**config.mk**
```make
export PLATFORM = sky130hd
export DESIGN_NAME = display_leitor
export DESIGN_NICKNAME = d
export VERILOG_FILES = /design/src/rtl/display_pkg.sv /design/src/rtl/seg_decod.sv /design/src/rtl/display_leitor.sv
export SDC_FILE = /design/constraint.sdc
export NUM_CORES = 1
export LEC_CHECK = 0
export CORE_MARGIN = 2
export CORE_UTILIZATION = 46
export DETAILED_ROUTE_END_ITERATION = 16
export PLACE_DENSITY_LB_ADDON = 0.12
export SYNTH_ARGS = -nofsm -noshare
export SYNTH_HDL_FRONTEND = slang
export SYNTH_SLANG_ARGS = --single-unit
```
**constraint.sdc**
```tcl
create_clock -name Clock -period 2.9 [get_ports Clock]
set_clock_uncertainty 0.15 [all_clocks]
set_input_delay 0.29 -clock Clock [delete_from_list [all_inputs] [get_ports Clock]]
set_output_delay 0.29 -clock Clock [all_outputs]
set_load 0.05 [all_outputs]
```
**src/rtl/display_pkg.sv**
```systemverilog
// Shared seven-segment constants for the display driver and the readback block.
// Patterns are active-low: bit0 = segment a ... bit6 = segment g.
`timescale 1ns/1ps
package display_pkg;
    localparam logic [6:0] SEG_ZERO    = 7'h40;
    localparam logic [6:0] SEG_UM      = 7'h79;
    localparam logic [6:0] SEG_DOIS    = 7'h24;
    localparam logic [6:0] SEG_TRES    = 7'h30;
    localparam logic [6:0] SEG_QUATRO  = 7'h19;
    localparam logic [6:0] SEG_CINCO   = 7'h12;
    localparam logic [6:0] SEG_SEIS    = 7'h02;
    localparam logic [6:0] SEG_SETE    = 7'h78;
    localparam logic [6:0] SEG_OITO    = 7'h00;
    localparam logic [6:0] SEG_NOVE    = 7'h18;
    localparam logic [6:0] SEG_A       = 7'h08;
    localparam logic [6:0] SEG_B       = 7'h03;
    localparam logic [6:0] SEG_C       = 7'h46;
    localparam logic [6:0] SEG_D       = 7'h21;
    localparam logic [6:0] SEG_E       = 7'h06;
    localparam logic [6:0] SEG_F       = 7'h0E;
    localparam logic [6:0] SEG_MENOS   = 7'h3F;
    localparam logic [6:0] SEG_APAGADO = 7'h7F;

    localparam logic [5:0] COD_MENOS = 6'b111111;
    localparam logic [5:0] COD_ERRO  = 6'b111110;

    typedef enum logic [1:0] {
        IDLE      = 2'd0,
        CONTA     = 2'd1,
        CAPTURADO = 2'd2
    } estado_t;
endpackage

```
**src/rtl/seg_decod.sv**
```systemverilog
// Inverse segment table: active-low pattern back to its hex/minus code.
`timescale 1ns/1ps
module seg_decod
    import display_pkg::*;
(
    input  logic [6:0] padrao_i,
    output logic [5:0] cod_o,
    output logic       invalido_o
);
    always_comb begin
        cod_o      = COD_ERRO;
        invalido_o = 1'b0;
        case (padrao_i)
            SEG_ZERO:   cod_o = 6'd0;
            SEG_UM:     cod_o = 6'd1;
            SEG_DOIS:   cod_o = 6'd2;
            SEG_TRES:   cod_o = 6'd3;
            SEG_QUATRO: cod_o = 6'd4;
            SEG_CINCO:  cod_o = 6'd5;
            SEG_SEIS:   cod_o = 6'd6;
            SEG_SETE:   cod_o = 6'd7;
            SEG_OITO:   cod_o = 6'd8;
            SEG_NOVE:   cod_o = 6'd9;
            SEG_A:      cod_o = 6'd10;
            SEG_B:      cod_o = 6'd11;
            SEG_C:      cod_o = 6'd12;
            SEG_D:      cod_o = 6'd13;
            SEG_E:      cod_o = 6'd14;
            SEG_F:      cod_o = 6'd15;
            SEG_MENOS:  cod_o = COD_MENOS;
            default: begin
                cod_o      = COD_ERRO;
                invalido_o = 1'b1;
            end
        endcase
    end
endmodule

```
**src/rtl/display_leitor.sv**
```systemverilog
// Multiplexed seven-segment receiver: synchronizes pins, waits for a stable
// (segments, select) pair, decodes it into a per-digit slot and publishes frames.
`timescale 1ns/1ps
module display_leitor
    import display_pkg::*;
#(
    parameter int NUM_DIGITS    = 4,
    parameter int STABLE_CYCLES = 8
) (
    input  logic                    Clock,
    input  logic                    Resetn,
    input  logic [6:0]              Hex,
    input  logic [NUM_DIGITS-1:0]   Anodo,
    output logic [6*NUM_DIGITS-1:0] Valor,
    output logic                    Valido,
    output logic                    Erro
);
    localparam int CW = $clog2(STABLE_CYCLES + 1);
    localparam int IW = (NUM_DIGITS > 1) ? $clog2(NUM_DIGITS) : 1;
    localparam logic [CW-1:0] CNT_MAX = CW'(STABLE_CYCLES - 1);
    // N identical samples means N-1 identical comparisons; capture on the last one.
    localparam logic [CW-1:0] CNT_CAP = CW'(STABLE_CYCLES - 2);

    logic [6:0]            hs1_q, hs_q, hp_q;
    logic [NUM_DIGITS-1:0] as1_q, as_q, ap_q;
    estado_t               estado_q;
    logic [CW-1:0]         cnt_q;
    logic [NUM_DIGITS-1:0][5:0] slots_q;
    logic [NUM_DIGITS-1:0] seen_q;
    logic                  err_q;

    logic [5:0]    cod;
    logic          invalido;
    logic          mesmo;
    logic [3:0]    n_low;
    logic [IW-1:0] idx;
    logic [CW-1:0] cnt_inc;

    seg_decod u_decod (
        .padrao_i   (hs_q),
        .cod_o      (cod),
        .invalido_o (invalido)
    );

    assign mesmo   = (hs_q == hp_q) && (as_q == ap_q);
    assign cnt_inc = (cnt_q == CNT_MAX) ? cnt_q : cnt_q + 1'b1;

    always_comb begin
        n_low = '0;
        idx   = '0;
        for (int i = 0; i < NUM_DIGITS; i++) begin
            if (!as_q[i]) begin
                n_low = n_low + 4'd1;
                idx   = IW'(i);
            end
        end
    end

    always_ff @(posedge Clock or negedge Resetn) begin
        if (!Resetn) begin
            hs1_q    <= SEG_APAGADO;
            hs_q     <= SEG_APAGADO;
            hp_q     <= SEG_APAGADO;
            as1_q    <= '1;
            as_q     <= '1;
            ap_q     <= '1;
            estado_q <= IDLE;
            cnt_q    <= '0;
            slots_q  <= {NUM_DIGITS{COD_MENOS}};
            seen_q   <= '0;
            err_q    <= 1'b0;
            Valor    <= {NUM_DIGITS{COD_MENOS}};
            Valido   <= 1'b0;
            Erro     <= 1'b0;
        end else begin
            hs1_q  <= Hex;
            hs_q   <= hs1_q;
            hp_q   <= hs_q;
            as1_q  <= Anodo;
            as_q   <= as1_q;
            ap_q   <= as_q;
            Valido <= 1'b0;
            err_q  <= 1'b0;
            Erro   <= err_q;

            // Frame completion comes first so a same-edge capture re-sets its bit.
            if (&seen_q) begin
                Valor  <= slots_q;
                Valido <= 1'b1;
                seen_q <= '0;
            end

            case (estado_q)
                IDLE: begin
                    cnt_q    <= '0;
                    estado_q <= CONTA;
                end
                CONTA: begin
                    if (!mesmo) begin
                        cnt_q <= '0;
                    end else if (cnt_q == CNT_CAP) begin
                        cnt_q    <= cnt_inc;
                        estado_q <= CAPTURADO;
                        if (n_low == 4'd1) begin
                            slots_q[idx] <= cod;
                            seen_q[idx]  <= 1'b1;
                            err_q        <= invalido;
                        end else if (n_low > 4'd1) begin
                            err_q <= 1'b1;
                        end
                    end else begin
                        cnt_q <= cnt_inc;
                    end
                end
                CAPTURADO: begin
                    if (!mesmo) begin
                        cnt_q    <= '0;
                        estado_q <= CONTA;
                    end
                end
                default: begin
                    cnt_q    <= '0;
                    estado_q <= IDLE;
                end
            endcase
        end
    end
endmodule
```
# Word level (Yosys, flattened, before mapping)
# Cells that the tools add are included.
[totals] word_cells=94 ff_bits=94 output_inout_bits=26 in_bits=13
[op_classes] n_bitwise=1 n_addsub=4 muxes=33 n_lt_le_gt_ge=3 n_eq_ne=27 n_reduce_logical=9
[ops] operator="6-bit case mux with 17 select lines" count=1
[ops] operator="4-bit two-way mux" count=11
[ops] operator="7-bit by 6-bit == test with 1-bit output (second input constant)" count=4
[ops] operator="7-bit == test (second input constant)" count=4
[ops] operator="24-bit bitwise mux" count=1
[ops] operator="7-bit by 5-bit == test with 1-bit output (second input constant)" count=3
[ops] operator="17-bit OR reduction" count=1
[ops] operator="4-bit by 1-bit adder with 4-bit output (second input constant)" count=4
[ops] operator="7-bit by 2-bit == test with 1-bit output (second input constant)" count=2
[ops] operator="7-bit by 4-bit == test with 1-bit output (second input constant)" count=2
[ops] operator="6-bit demux with 2-bit select" count=1
[ops] operator="1-bit two-way mux" count=10
[ops] operator="2-bit two-way mux" count=5
[ops] operator="4-bit by 3-bit == test with 1-bit output (second input constant)" count=2
[ops] operator="4-bit case mux with 2 select lines" count=1
[ops] operator="4-bit AND reduction" count=2
[ops] operator="7-bit by 3-bit == test with 1-bit output (second input constant)" count=1
[ops] operator="7-bit == test" count=1
[ops] operator="7-bit logical NOT" count=1
[ops] operator="6-bit two-way mux" count=1
[ops] operator="2-bit inequality test (second input constant)" count=3
[ops] operator="2-bit case mux with 3 select lines" count=1
[ops] operator="4-bit by 1-bit == test with 1-bit output (second input constant)" count=1
[ops] operator="4-bit == test" count=1
[ops] operator="other kinds (12)" count=13

# Depth between registers and ports, before layout
[depth] ltp_word=13 ltp_mapped=9 depth_no_buf=9

# Hierarchy
# A second synthesis with hierarchy kept.
[hier_totals] hier_cells=333 area_unflattened_um2=4051.4
[modules_own_cells] mod="display_leitor" area_each_um2=3632.2 cells_each=278 seq_area_each_um2=2453.6 instances=1
[modules_own_cells] mod="seg_decod" area_each_um2=419.2 cells_each=55 seq_area_each_um2=0.0 instances=1

# Least setup slack after synthesis
# OpenSTA, ideal clock, no wires.
[synth_timing] kind="flip-flop to flip-flop" start="reg as_q[1]" end="reg slots_q[18] (netlist bit)" t_arrival_ns=2.656 period_less_slack_ns=2.888 setup_slack_ns=0.012 stages_incl_launch_ff=8 cell_sequence="dfstp_2 -> inv_1 -> ha_1 -> xnor2_1 -> ha_1 -> or3_1 -> nor4_4 -> mux2_2"
[synth_via] elab_chain_cells=8
[synth_rtl] element="start: declaration" line_no="display_leitor.sv:25" source="logic [NUM_DIGITS-1:0] as1_q, as_q, ap_q;"
[synth_rtl] element="start signal: assignment" line_no="display_leitor.sv:80" source="as_q <= as1_q;"
[synth_rtl] element="branches (longest 8 deep; another with 4-bit by 1-bit adder with 4-bit output)"
[synth_rtl] element="end signal: assignment" line_no="display_leitor.sv:69" source="slots_q <= {NUM_DIGITS{COD_MENOS}};"
[synth_rtl] element="end signal: indexed assignment" line_no="display_leitor.sv:105" source="slots_q[idx] <= cod;"
[synth_rtl] element="end: declaration" line_no="display_leitor.sv:28" source="logic [NUM_DIGITS-1:0][5:0] slots_q;"
# Parallel ways; which one is timed is not known.
# A chain may end at the register's enable or synchronous reset.

# Worst setup path after layout
[layout_timing] start="reg as_q[0]" end="reg slots_q[21] (netlist bit)"
[layout_via] elab_chain_cells=9
[layout_rtl] element="1-bit two-way mux" line_no="display_leitor.sv:52" source="if (!as_q[i]) begin"
[layout_rtl] element="4-bit by 1-bit adder with 4-bit output" line_no="display_leitor.sv:53" source="n_low = n_low + 4'd1;"
[layout_rtl] element="4-bit two-way mux" line_no="display_leitor.sv:52"
[layout_rtl] element="4-bit by 1-bit adder with 4-bit output" line_no="display_leitor.sv:53"
[layout_rtl] element="4-bit two-way mux" line_no="display_leitor.sv:52"
[layout_rtl] element="4-bit by 1-bit adder with 4-bit output" line_no="display_leitor.sv:53"
[layout_rtl] element="4-bit two-way mux" line_no="display_leitor.sv:52"
[layout_rtl] element="4-bit by 1-bit == test with 1-bit output" line_no="display_leitor.sv:104" source="if (n_low == 4'd1) begin"
[layout_rtl] element="4-bit AND reduction (no line) (*)"
# Mark *: on every way between the ends. The rest lies on a longest branch, timed or not.

==> flow_summary.json <==
{
  "layout.nets": 381,
  "ys.flop_type": "dfstp_2",
  "avgSynthCellArea_um2": 11.54,
  "ctsLongestPathBuffers": 2,
  "worst_slew_pin_slew_ns": 0.9554,
  "cts_tree": "yes",
  "syn_nets": 340,
  "fill_cells": 657,
  "crit_required_ns": 3.03,
  "critPathKind": "register to register",
  "vias": 2401,
  "end_kind": "register",
  "final_area_um2": 4461,
  "clk_pin_slew_ns": 0.08,
  "cts_root_buf": "clkbuf_8",
  "vias_per_cell": 5.109,
  "met1_length_mm": 3.131,
  "ios": 39,
  "grt_usage_pct": 16.56,
  "chipWidth_um": 93.90,
  "totalNegativeSetupSlack_ns": 0,
  "core_area_um2": 7767,
  "clk_latency_ns": 0.34,
  "fmax_mhz": 358.5,
  "die_h_um": 93.90,
  "drive_above_1_share_pct": 34.24,
  "worstPathArrival_ns": 2.91,
  "drcViolationCount": 0,
  "io_buffer_count": 38,
  "grt_pass1_vias": 2379,
  "fin_ws_ns": 0.1107,
  "initial_core_util_pct": 47.86,
  "htree_levels": 3,
  "status": "finished, final reports clean",
  "maxUsedRoutingLayer": "met4",
  "gp_congestion": 0.7680,
  "p_leak_nw": 1.910,
  "irDropWorstVdd_uv": 276.6,
  "hold_viol_final": 0,
  "min_period_ns": 2.789,
  "rsz0062_at_grt": "false",
  "maxSlewHeadroom_pct": 36.31,
  "start_kind": "register",
  "synth_seq_cells": 86,
  "async_flop_share_pct": 100.0,
  "final.period_utilization_pct": 96.18,
  "syn_area_um2": 3717,
  "cts.sinks": 86,
  "ant_nets": 0,
  "fin_cells": 470,
  "drt_wl_total_mm": 6.517,
  "wl_met3_um": 197,
  "synth_edf_count": 0,
  "drtPass1Iterations": 4,
  "grt_pass1_wl_mm": 11.41,
  "synthDistinctLibCells": 48,
  "p_total_mw": 2.336,
  "dieArea_um2": 8816,
  "syn_inst": 322,
  "rows": 32,
  "maxSlewViolCount": 0,
  "grt_max_degree": 81,
  "place_inst": 451,
  "dp_hpwl_mm": 4.423,
  "setup_viol": 0,
  "seq_area_frac_synth_pct": 60.35,
  "place_ws_ns": 0.01552,
  "wl_met2_mm": 3.126,
  "cellPowerDensity_nw_per_um2": 523.7,
  "antenna_found_initial": 0,
  "worst-path-max-fanout": 6,
  "drt_iter0_drc": 115,
  "hold_class": "input pin to register",
  "routedWlPerCell_um": 13.87,
  "yosysWarnings": 0,
  "grt_overflow": 0,
  "areaGrowthSynthToFinish_pct": 19.99,
  "numCtsBuffers": 9,
  "post_dp_cell_area_um2": 4185,
  "n_antenna_cell": 0,
  "cap_viol_max_count": 0
}
[worst max-delay path: stages, from the launching register on]
cell	delay (ns)
dfstp_2	0.57
inv_1	0.08
ha_4	0.27
xnor2_2	0.14
ha_1	0.19
xor2_1	0.15
or3_1	0.36
nor4_4	0.28
buf_4	0.19
mux2_2	0.33
[through the flow]
step | utilization [%] | hold WS [ns]
floorplan | - | -0.1556
finish | 57.43 | 0.1897
global placement | 53.88 | 0.1962
global route | 57.43 | 0.1580
CTS | 56.97 | 0.1720
detailed placement | 53.88 | 0.1902
[state kept, by name (all words and copies together), names as in the netlist, 2 cells and up]
name      count
hp_q          7
hs1_q         7
as_q          4
cnt_q         4
estado_q      2
as1_q         4
slots_q      20
Valor        20
seen_q        4
hs_q          7
ap_q          4
[Yosys cell counts (2+ instances only)]
library cell / n / share of area, %
a21oi_1: 9 / 1.2
nand2b_1: 7 / 1.2
nor2b_1: 4 / 0.67
buf_4: 4 / 0.81
inv_1: 6 / 0.61
nor4_1: 4 / 0.67
mux2_2: 14 / 4.2
clkbuf_1: 9 / 0.91
nor2_1: 10 / 1.0
ha_1: 5 / 1.7
a21boi_0: 2 / 0.40
and3_1: 3 / 0.50
xnor2_1: 2 / 0.47
xor2_1: 12 / 2.8
dfrtp_1: 13 / 8.8
a32oi_1: 3 / 0.71
a22oi_1: 2 / 0.40
nor3_1: 6 / 0.81
mux2_4: 2 / 0.81
or3_1: 3 / 0.50
mux2_1: 4 / 1.2
a211o_1: 2 / 0.47
dfstp_2: 73 / 52
buf_2: 6 / 0.81
nor4_4: 2 / 1.1
nand2_1: 75 / 7.6
o21ai_0: 7 / 0.94
a21o_1: 4 / 0.81
nand3_1: 4 / 0.54
o211ai_1: 2 / 0.40
nand4_1: 6 / 1.0
[cell type report]
class	count	area, um^2	share of cell area (%)
clock inverter	6	92.59	2.076
timing repair buffer	50	470.5	10.55
multi-input combinational	210	1366	30.63
sequential	86	2243	50.29
tap	102	127.6	2.861
inverter	6	22.52	0.5049
clock buffer	10	137.6	3.086
[cells in the final DEF (no fill, tap or decap), drive strengths merged, types with 8 or more instances in the layout]
cell / instances
mux2: 20
nand2: 75
clkbuf: 10
dfstp: 73
inv: 8
clkdlybuf4s50: 37
buf: 12
dfrtp: 13
nor2: 11
xor2: 12
a21oi: 9
[report_power, final]
part	leakage (nW)	internal, mW	switching, mW
logic	0.864	0.0569	0.0678
clock network	0.110	0.514	0.425
registers	0.936	1.24	0.0272
total	1.91	1.82	0.520
[worst paths after layout]
| kind | from | end | slack (ns) | cells past startpoint |
|---|---|---|---|---|
| setup / recovery | as_q[0] | slots_q[21] | 0.11 | 9 |
| hold / removal | Anodo[1] | as1_q[1] | 0.19 | 1 |
| setup reg to reg | as_q[0] | slots_q[21] | 0.11 | 9 |
| hold reg to reg | as1_q[3] | as_q[3] | 0.21 | 0 |
| max in group asynchronous | Resetn | Valor[13] | 1.36 | 3 |
| min in group asynchronous | Resetn | cnt_q[3] | 0.44 | 2 |
[repair_timing]
item / in CTS / in global routing
resized for setup: 0 / 3
hold buffers: 1 / 0
buffers inserted: 0 / 2
setup endpoints to repair: 0 / 5
endpoints found under the hold margin: 13 / 0
[logic make-up after synthesis]
family | after synthesis | synth area share (%)
flops | 86 | 60.35
mux | 21 | 6.530
fa+ha+maj | 5 | 1.683
simple gates | 135 | 18.21
buf+inv | 26 | 3.433
compound gates | 35 | 6.496
xor+xnor | 14 | 3.299
[per-layer routing]
| layer | global-route usage (%) | vias to the layer above |
|---|---|---|
| met5 | 0 | - |
| met4 | 5.072 | 0 |
| met3 | 3.852 | 5 |
| met2 | 26.37 | 38 |
| met1 | 22.60 | 1186 |
| li1 | - | 1172 |
(Power assumes the default switching activity.)
